$ cat src/rtl/fetch_sequencer.sv
`default_nettype none
// ============================================================================
// Module : fetch_sequencer
// Brief  : Instruction fetch, phase sequencing and PC update for a multi-cycle
//          execution of the single-cycle MIPS datapath.
// Rev    : 1.0  initial release
// ============================================================================
module fetch_sequencer #(
  parameter int unsigned STALL_CYCLES = 5,
  parameter logic [31:0] RESET_PC     = 32'h0040_0000
) (
  input  logic        clk,
  input  logic        rst_n,
  input  logic [31:0] imem_data,
  input  logic [15:0] imm16,
  input  logic        npc_sel,
  input  logic        hold,
  output logic [31:0] imem_adr,
  output logic [31:0] pc,
  output logic [31:0] inst,
  output logic        inst_valid,
  output logic        wr_strobe,
  output logic        commit,
  output logic [31:0] retired
);

  localparam logic [3:0] c_PH_FETCH = 4'd0;
  localparam logic [3:0] c_PH_WRITE = 4'(STALL_CYCLES - 1);
  localparam logic [3:0] c_PH_LAST  = 4'(STALL_CYCLES);

  logic [3:0]  r_phase;
  logic        r_run;
  logic [31:0] r_pc;
  logic [31:0] r_inst;
  logic [31:0] r_retired;

  logic        w_advance;
  logic [31:0] w_branch_off;
  logic [31:0] w_pc_seq;
  logic [31:0] w_pc_next;

  // r_run stays low for the first edge after reset so that phase 0 begins cleanly.
  assign w_advance    = r_run & ~hold;
  assign w_branch_off = {{14{imm16[15]}}, imm16, 2'b00};
  assign w_pc_seq     = r_pc + 32'd4;
  assign w_pc_next    = npc_sel ? (w_pc_seq + w_branch_off) : w_pc_seq;

  always_ff @(posedge clk or negedge rst_n) begin
    if (!rst_n) begin
      r_phase   <= c_PH_FETCH;
      r_run     <= 1'b0;
      r_pc      <= RESET_PC;
      r_inst    <= 32'h0000_0000;
      r_retired <= 32'h0000_0000;
    end else begin
      r_run <= 1'b1;
      if (w_advance) begin
        if (r_phase == c_PH_FETCH) begin
          r_inst <= imem_data;
        end
        if (r_phase == c_PH_LAST) begin
          r_phase   <= c_PH_FETCH;
          r_pc      <= w_pc_next;
          r_retired <= r_retired + 32'd1;
        end else begin
          r_phase <= r_phase + 4'd1;
        end
      end
    end
  end

  assign imem_adr   = r_pc;
  assign pc         = r_pc;
  assign inst       = r_inst;
  assign retired    = r_retired;
  assign inst_valid = (r_phase != c_PH_FETCH);
  assign wr_strobe  = w_advance & (r_phase == c_PH_WRITE);
  assign commit     = w_advance & (r_phase == c_PH_LAST);

endmodule
`default_nettype wire

$ cat config.mk
export PLATFORM = sky130hd
export DESIGN_NAME = fetch_sequencer
export DESIGN_NICKNAME = d
export VERILOG_FILES = /design/src/rtl/fetch_sequencer.sv
export SDC_FILE = /design/constraint.sdc
export NUM_CORES = 1
export LEC_CHECK = 0
export ABC_CLOCK_PERIOD_IN_PS = 7990
export CAP_MARGIN = 20
export CELL_PAD_IN_SITES_DETAIL_PLACEMENT = 1
export CELL_PAD_IN_SITES_GLOBAL_PLACEMENT = 1
export CORE_MARGIN = 2
export CORE_UTILIZATION = 40
export DETAILED_ROUTE_END_ITERATION = 6
export PLACE_DENSITY_LB_ADDON = 0.25
export SLEW_MARGIN = 20
export SYNTH_ARGS = -nofsm -noshare
export SYNTH_HDL_FRONTEND = slang
export SYNTH_SLANG_ARGS = --single-unit
export TNS_END_PERCENT = 1
$ cat constraint.sdc
create_clock -name clk -period 7.99 [get_ports clk]
set_input_delay 1.1985 -clock clk [delete_from_list [all_inputs] [get_ports clk]]
set_output_delay 1.1985 -clock clk [all_outputs]
set_load 0.01 [all_outputs]
==> flow_summary.ini, run 1 <==
[run_status]
run_status = finished, final reports clean

[timing]
finalSetupTns_ns = 0
rsz0062_at_grt = false
final_max_slew_viol_count = 0
setup_violations = 0
finalCritPeriodShare = 0.5948
finalClockSkew_ns = 0.01388
max_slew.worst_pin.slew_ns = 1.174
fin_worst_hold_slack_ns = 0.4848
slew_headroom = 0.2113
timing.final.hold_violations = 0
fmax_ghz = 0.2104
finalCriticalPeriod_ns = 4.752

[detailed_routing]
wire_per_inst_um = 19.47
route.detailed.vias_per_inst = 5.572
drtAntennaViolNets = 0
wirelength_mm = 21.32
drt_drc_violations_left = 0
dr_total_vias = 6101
firstDrtPassIters = 4
drt_iter0_markers = 289

[die]
fp.dieW_um = 134.7
die-height_um = 134.7
die_area_mm2 = 0.01814
core_area_mm2 = 0.01664
ioPinCount = 183
start_util = 0.4105
num_rows = 47

[global_routing]
grtUsageMet2 = 0.4112
groute.layer.met3.usage = 0.03491
layer_carrying_the_most_global_route_usage = met2
number_of_antenna_violations_at_the_first_check_in_global_routing = 0
grt_util_met1 = 0.3038
first_pass_grt_wire_length_mm = 34.16
total_routing_usage_reported_by_global_routing = 0.2350
grt_max_degree = 87
overflow = 0
first_global_vias = 6437

[placed_design]
routabilityCongestion = 0.9492
hpwlAfterDp_mm = 16.02
io_buffers = 178

[cts]
clock_tree.root_cell = sky130_fd_sc_hd__clkbuf_16
cts.path.max_buffers = 2
cts_h_tree_lvls = 3
post_cts_sizing = 0
cts.repair_timing.setup_buffer_count = 0
cts_tree = done
worstSkewPairLatency_ns = 0.35
clkSinkCount = 99
cts_buffers = 9
clock_pin_slew_worst_setup_and_hold_paths_ns = 0.07
cts_hold_repair.buffers = 0

[yosys]
yosys-top-cells-count = sky130_fd_sc_hd__dfrtp_1, sky130_fd_sc_hd__nand2_1, sky130_fd_sc_hd__xnor2_1
synth_top_cell_by_area = sky130_fd_sc_hd__dfrtp_1
yosys_warning_count = 0
synth_seq_area_share = 0.3628
post_synth_instance_area_mm2 = 0.006832
postSynth.asyncResetShare = 1.000
synth_most_common_cell = sky130_fd_sc_hd__dfrtp_1
syn-instance-count = 738
post_synth_num_cell_types = 69
ys_dominant_reg_cell = sky130_fd_sc_hd__dfrtp_1
main_area_contributors_after_synthesis = sky130_fd_sc_hd__dfrtp_1, sky130_fd_sc_hd__ha_1, sky130_fd_sc_hd__xnor2_1
post-synth-top-area-fraction = 0.3590
synthesis.area_per_instance_um2 = 9.257
yosys_register_bits = 99
synth_enable_flop_cells = 0

[pwr]
total_leakage_power_nw = 3.880
total_internal_power_mw = 1.670
report.power.total_mw = 2.832
clock_power_share = 0.154
vdd.ir_drop.worst_mv = 0.1387
switching_power_mw = 1.162
power_frac_comb = 0.539
pwr-share-seq = 0.307
power.density_cell_area_mw_per_mm2 = 320.4
swShare = 0.4102

[finish]
finalNetCount = 961
final_layout_size_suffix_gt1_frac = 0.09029
syn_to_final_growth_pct = 29.38
insertedDiodeCount = 0

[setup_path]
crit-reg2reg-launch = imem_adr[10]
reg2reg_setup_slack_ns = 3.50
critical_path_depth = 7
reg2regPathDepth = 13
cp_slowest_stage_delay_ns = 0.59
setup.worst_path.start_class = primary input
setup.worst_path.class = primary input to primary output
critPathCaptureType = primary output
cp_max_fo = 45
crit_path_top_delay_cell = sky130_fd_sc_hd__clkdlybuf4s50_1
critical_path.cell_chain = clkdlybuf4s50_1, nor2b_2, nand2_1, or3_1, buf_4, clkinv_4, clkdlybuf4s50_1
worst-endpoint-required_ns = 6.79
critical_path_arrival_ns = 3.55
cp_num_buf_inv = 4
worstReg2RegEnd = imem_adr[29]
crit_top_cell = sky130_fd_sc_hd__clkdlybuf4s50_1
crit_family = buffers and inverters

[flow_run]
max-cap-violations = 0

[min_path]
hold_path_startpoint = retired[31]
min_path_type = register to register
worstHoldEndpoint = retired[31]
worst_hold_path_depth = 1
==> per-stage QoR <==
step,util,instances,area [um^2],setup WS (ns)
floorplan,-,741,6843,4.247
global placement,0.5131,1079,8539,3.360
detailed placement,0.5131,1079,8539,3.234
CTS,0.5309,1095,8835,3.241
global route,0.5311,1095,8838,3.134
finish,0.5311,1095,8838,3.238
==> cells in the final DEF, fill, tap and decap left out, drive strengths merged, types with 12 or more instances in the layout <==
cell type      synthesis  final
xor2                  30     30
xnor2                 52     52
a21oi                 50     50
mux2                  34     34
inv                   18     21
and3                  18     18
nand3                 27     27
a21o                  12     12
ha                    38     38
nand4                 17     17
nor3                  14     14
nor2                  49     49
clkdlybuf4s50          0    176
o21ai                 53     53
dfrtp                 98     98
nand2                 68     68
==> how the worst max path moves through the flow <==
stage / startpoint / endpoint / slack (ns)
after floorplan: hold / commit / 4.25
after CTS: hold / commit / 3.24
after detailed placement: hold / commit / 3.23
final: hold / commit / 3.24
after global placement: hold / commit / 3.36
after global routing: hold / commit / 3.13
==> cells by family after synthesis <==
kind of cell / after synthesis / share of synthesized area
other: 2 / 0.001099
muxes: 35 / 0.05751
and+or+nand+nor: 226 / 0.1789
xor gates and xnor gates: 82 / 0.1051
adders and majority gates: 39 / 0.07253
AOI/OAI and AO/OA: 172 / 0.1548
DFF: 99 / 0.3628
buffers and inverters: 83 / 0.06721
==> layout make-up <==
type / count / area [um^2]
clock inverter: 7 / 70.07
inverter: 19 / 76.32
clock buffer: 9 / 225.2
tap: 220 / 275.3
fill: 1880 / 7804
timing repair buffer: 182 / 1808
sequential: 99 / 2479
multi-input combinational: 559 / 3905
==> layer usage <==
layer,up-vias,wire length [um]
met5,-,0
met1,3047,9236
met4,0,295
met2,171,10510
met3,21,1278
li1,2862,-
==> flip-flops by register name (all words and copies together), names as in the netlist <==
register  flops
imem_adr     30
inst         32
r_phase       4
r_run         1
retired      32
==> power by group through the flow <==
stage / logic, mW / registers [mW] / clock network [mW]
3_3_place_gp: 1.47 / 0.852 / 0
6_report: 1.53 / 0.870 / 0.436
3_5_place_dp: 1.52 / 0.878 / 0
2_1_floorplan: 0.877 / 0.881 / 0
5_1_grt: 1.66 / 0.893 / 0.466
4_1_cts: 1.53 / 0.870 / 0.448
Power figures use the tool's default switching activity.
==> inputs of run 2 (changes only) <==
Settings changed: ABC_CLOCK_PERIOD_IN_PS 7990 to 4690, CORE_UTILIZATION 40 to 37.
Clock period 7.99 ns to 4.69 ns, I/O delays scaled along.
==> flow_summary.ini, run 2 (synthesis results as in run 1) <==
[run_status]
run_status = finished, final reports clean

[global_routing]
number_of_antenna_violations_at_the_first_check_in_global_routing = 0
first_global_vias = 6415
overflow = 0
total_routing_usage_reported_by_global_routing = 0.2177
first_pass_grt_wire_length_mm = 34.42
grt_max_degree = 66

[setup_path]
setup.worst_path.class = register to register
worst-endpoint-required_ns = 4.96
setup.worst_path.start_class = register
cp_slowest_stage_delay_ns = 0.50
crit_top_cell = sky130_fd_sc_hd__nor2_1
critical_path_arrival_ns = 4.55
crit_path_top_delay_cell = sky130_fd_sc_hd__dfrtp_1
cp_max_fo = 7
critPathCaptureType = register
critical_path.cell_chain = ha_1, nand3_1, or3_1, nor2_1, and3_1, nand2_1, nor2_1, xnor2_1, ha_1, a21o_1, a21oi_1, nor2_1, nor2_1, o21bai_1, a21oi_1, o21ai_0, a211o_1, o22ai_1

[detailed_routing]
wire_per_inst_um = 19.13
drt_iter0_markers = 209
wirelength_mm = 21.16
drt_drc_violations_left = 0
dr_total_vias = 6043
firstDrtPassIters = 5
drtAntennaViolNets = 0
route.detailed.vias_per_inst = 5.464

[cts]
clkSinkCount = 99
clock_pin_slew_worst_setup_and_hold_paths_ns = 0.08
cts.path.max_buffers = 2
cts_h_tree_lvls = 3
cts_buffers = 9
cts.repair_timing.setup_buffer_count = 0
clock_tree.root_cell = sky130_fd_sc_hd__clkbuf_16
worstSkewPairLatency_ns = 0.36
cts_tree = done

[finish]
insertedDiodeCount = 0
final_common_cell = sky130_fd_sc_hd__clkdlybuf4s50_1
final_layout_size_suffix_gt1_frac = 0.09350
finish.instance_area_mm2 = 0.008851
most-common-layout-cells = sky130_fd_sc_hd__clkdlybuf4s50_1, sky130_fd_sc_hd__dfrtp_1, sky130_fd_sc_hd__nand2_1, sky130_fd_sc_hd__xnor2_1, sky130_fd_sc_hd__a21oi_1
finalNetCount = 963
syn_to_final_growth_pct = 29.56

[pwr]
vdd.ir_drop.worst_mv = 0.2700
power_frac_comb = 0.538
total_internal_power_mw = 2.841
switching_power_mw = 1.966
total_leakage_power_nw = 3.884
power.density_cell_area_mw_per_mm2 = 543.1
swShare = 0.4089
pwr-share-seq = 0.305
clock_power_share = 0.157

[die]
start_util = 0.3790
die_area_mm2 = 0.01957
die-height_um = 139.9
fp.dieW_um = 139.9
num_rows = 49
ioPinCount = 183
core_area_mm2 = 0.01802

[placed_design]
hpwlAfterDp_mm = 15.85
routabilityCongestion = 0.9187
place_area_mm2 = 0.008566
io_buffers = 178

[flow_run]
max-cap-violations = 0

[timing]
max_slew.worst_pin.slew_ns = 0.9486
fmax_ghz = 0.2338
setup_violations = 0
final_max_slew_viol_count = 0
finalCriticalPeriod_ns = 4.278
rsz0062_at_grt = false
finalClockSkew_ns = 0.009757
slew_headroom = 0.3676
finalCritPeriodShare = 0.9121
finalSetupTns_ns = 0
timing.final.hold_violations = 0

[min_path]
min_path_type = primary input to asynchronous set/reset pin
-- run 2: cell types whose count changed in the layout (fill, tap and decap cells not counted), sizes merged --
| cell | delta |
|---|---|
| buf | +2 |
-- run 2: area by class of cell --
cell class                      count  area (um^2)
Fill cell                        2063         9174
Multi-Input combinational cell    559         3905
Sequential cell                    99         2480
Timing Repair Buffer              184         1819
Tap cell                          229        286.5
Clock buffer                        9        225.2
Inverter                           19        76.32
Clock inverter                      7        58.81
-- run 2: worst max-delay path, delay by kind of cell (launching register included) --
kind | cells | cell delay (ns)
and+or+nand+nor | 8 | 1.65
AOI/OAI and AO/OA | 7 | 1.24
adders and majority gates | 2 | 0.62
DFF | 1 | 0.50
xor gates and xnor gates | 1 | 0.15
-- run 2: power groups by stage --
stage / sequential [mW] / clock (mW) / combinational [mW]
final: 1.47 / 0.753 / 2.59
after global placement: 1.45 / 0 / 2.51
after CTS: 1.47 / 0.767 / 2.60
after floorplan: 1.50 / 0 / 1.49
after detailed placement: 1.49 / 0 / 2.58
after global routing: 1.52 / 0.803 / 2.82
-- run 2: final timing paths --
check	start	endpoint	slack (ns)	cells past startpoint
max in group asynchronous	rst_n	inst[9]	3.19	2
worst min register to register	retired[31]	retired[31]	0.48	1
worst max-delay path	imem_adr[3]	imem_adr[29]	0.41	18
min in group clk	retired[31]	retired[31]	0.48	1
worst max register to register	imem_adr[3]	imem_adr[29]	0.41	18
worst min-delay path	rst_n	retired[31]	0.48	1
-- run 2: per-layer routing --
layer	track usage	part of all wire
met5	0	0
met4	0.05632	0.012
met3	0.03372	0.054
met2	0.3784	0.49
met1	0.2833	0.45
-- run 2: timing repair --
item                       in CTS  in global routing
resized for setup               0                  1
setup endpoints to repair       0                  1
hold buffers                    0                  0
-- run 2: stage by stage --
step | std cells | util | worst slack [ns] | power (mW) | hold WS [ns]
4_1_cts | 1106 | 0.4910 | 0.3928 | 4.839 | 0.4890
6_report | 1106 | 0.4910 | 0.4123 | 4.807 | 0.4797
3_3_place_gp | 1090 | 0.4752 | 0.7751 | 3.962 | 0.4616
3_5_place_dp | 1090 | 0.4752 | 0.4497 | 4.067 | 0.4758
5_1_grt | 1106 | 0.4910 | 0.03960 | 5.144 | 0.5092
2_1_floorplan | 741 | - | 0.9941 | 2.995 | 0.4079
==> inputs of run 3 (changes only) <==
Settings changed: CAP_MARGIN 20 to unset.
==> results of run 3 <==
The final DEF is identical to that of run 2; final timing and power are the same.
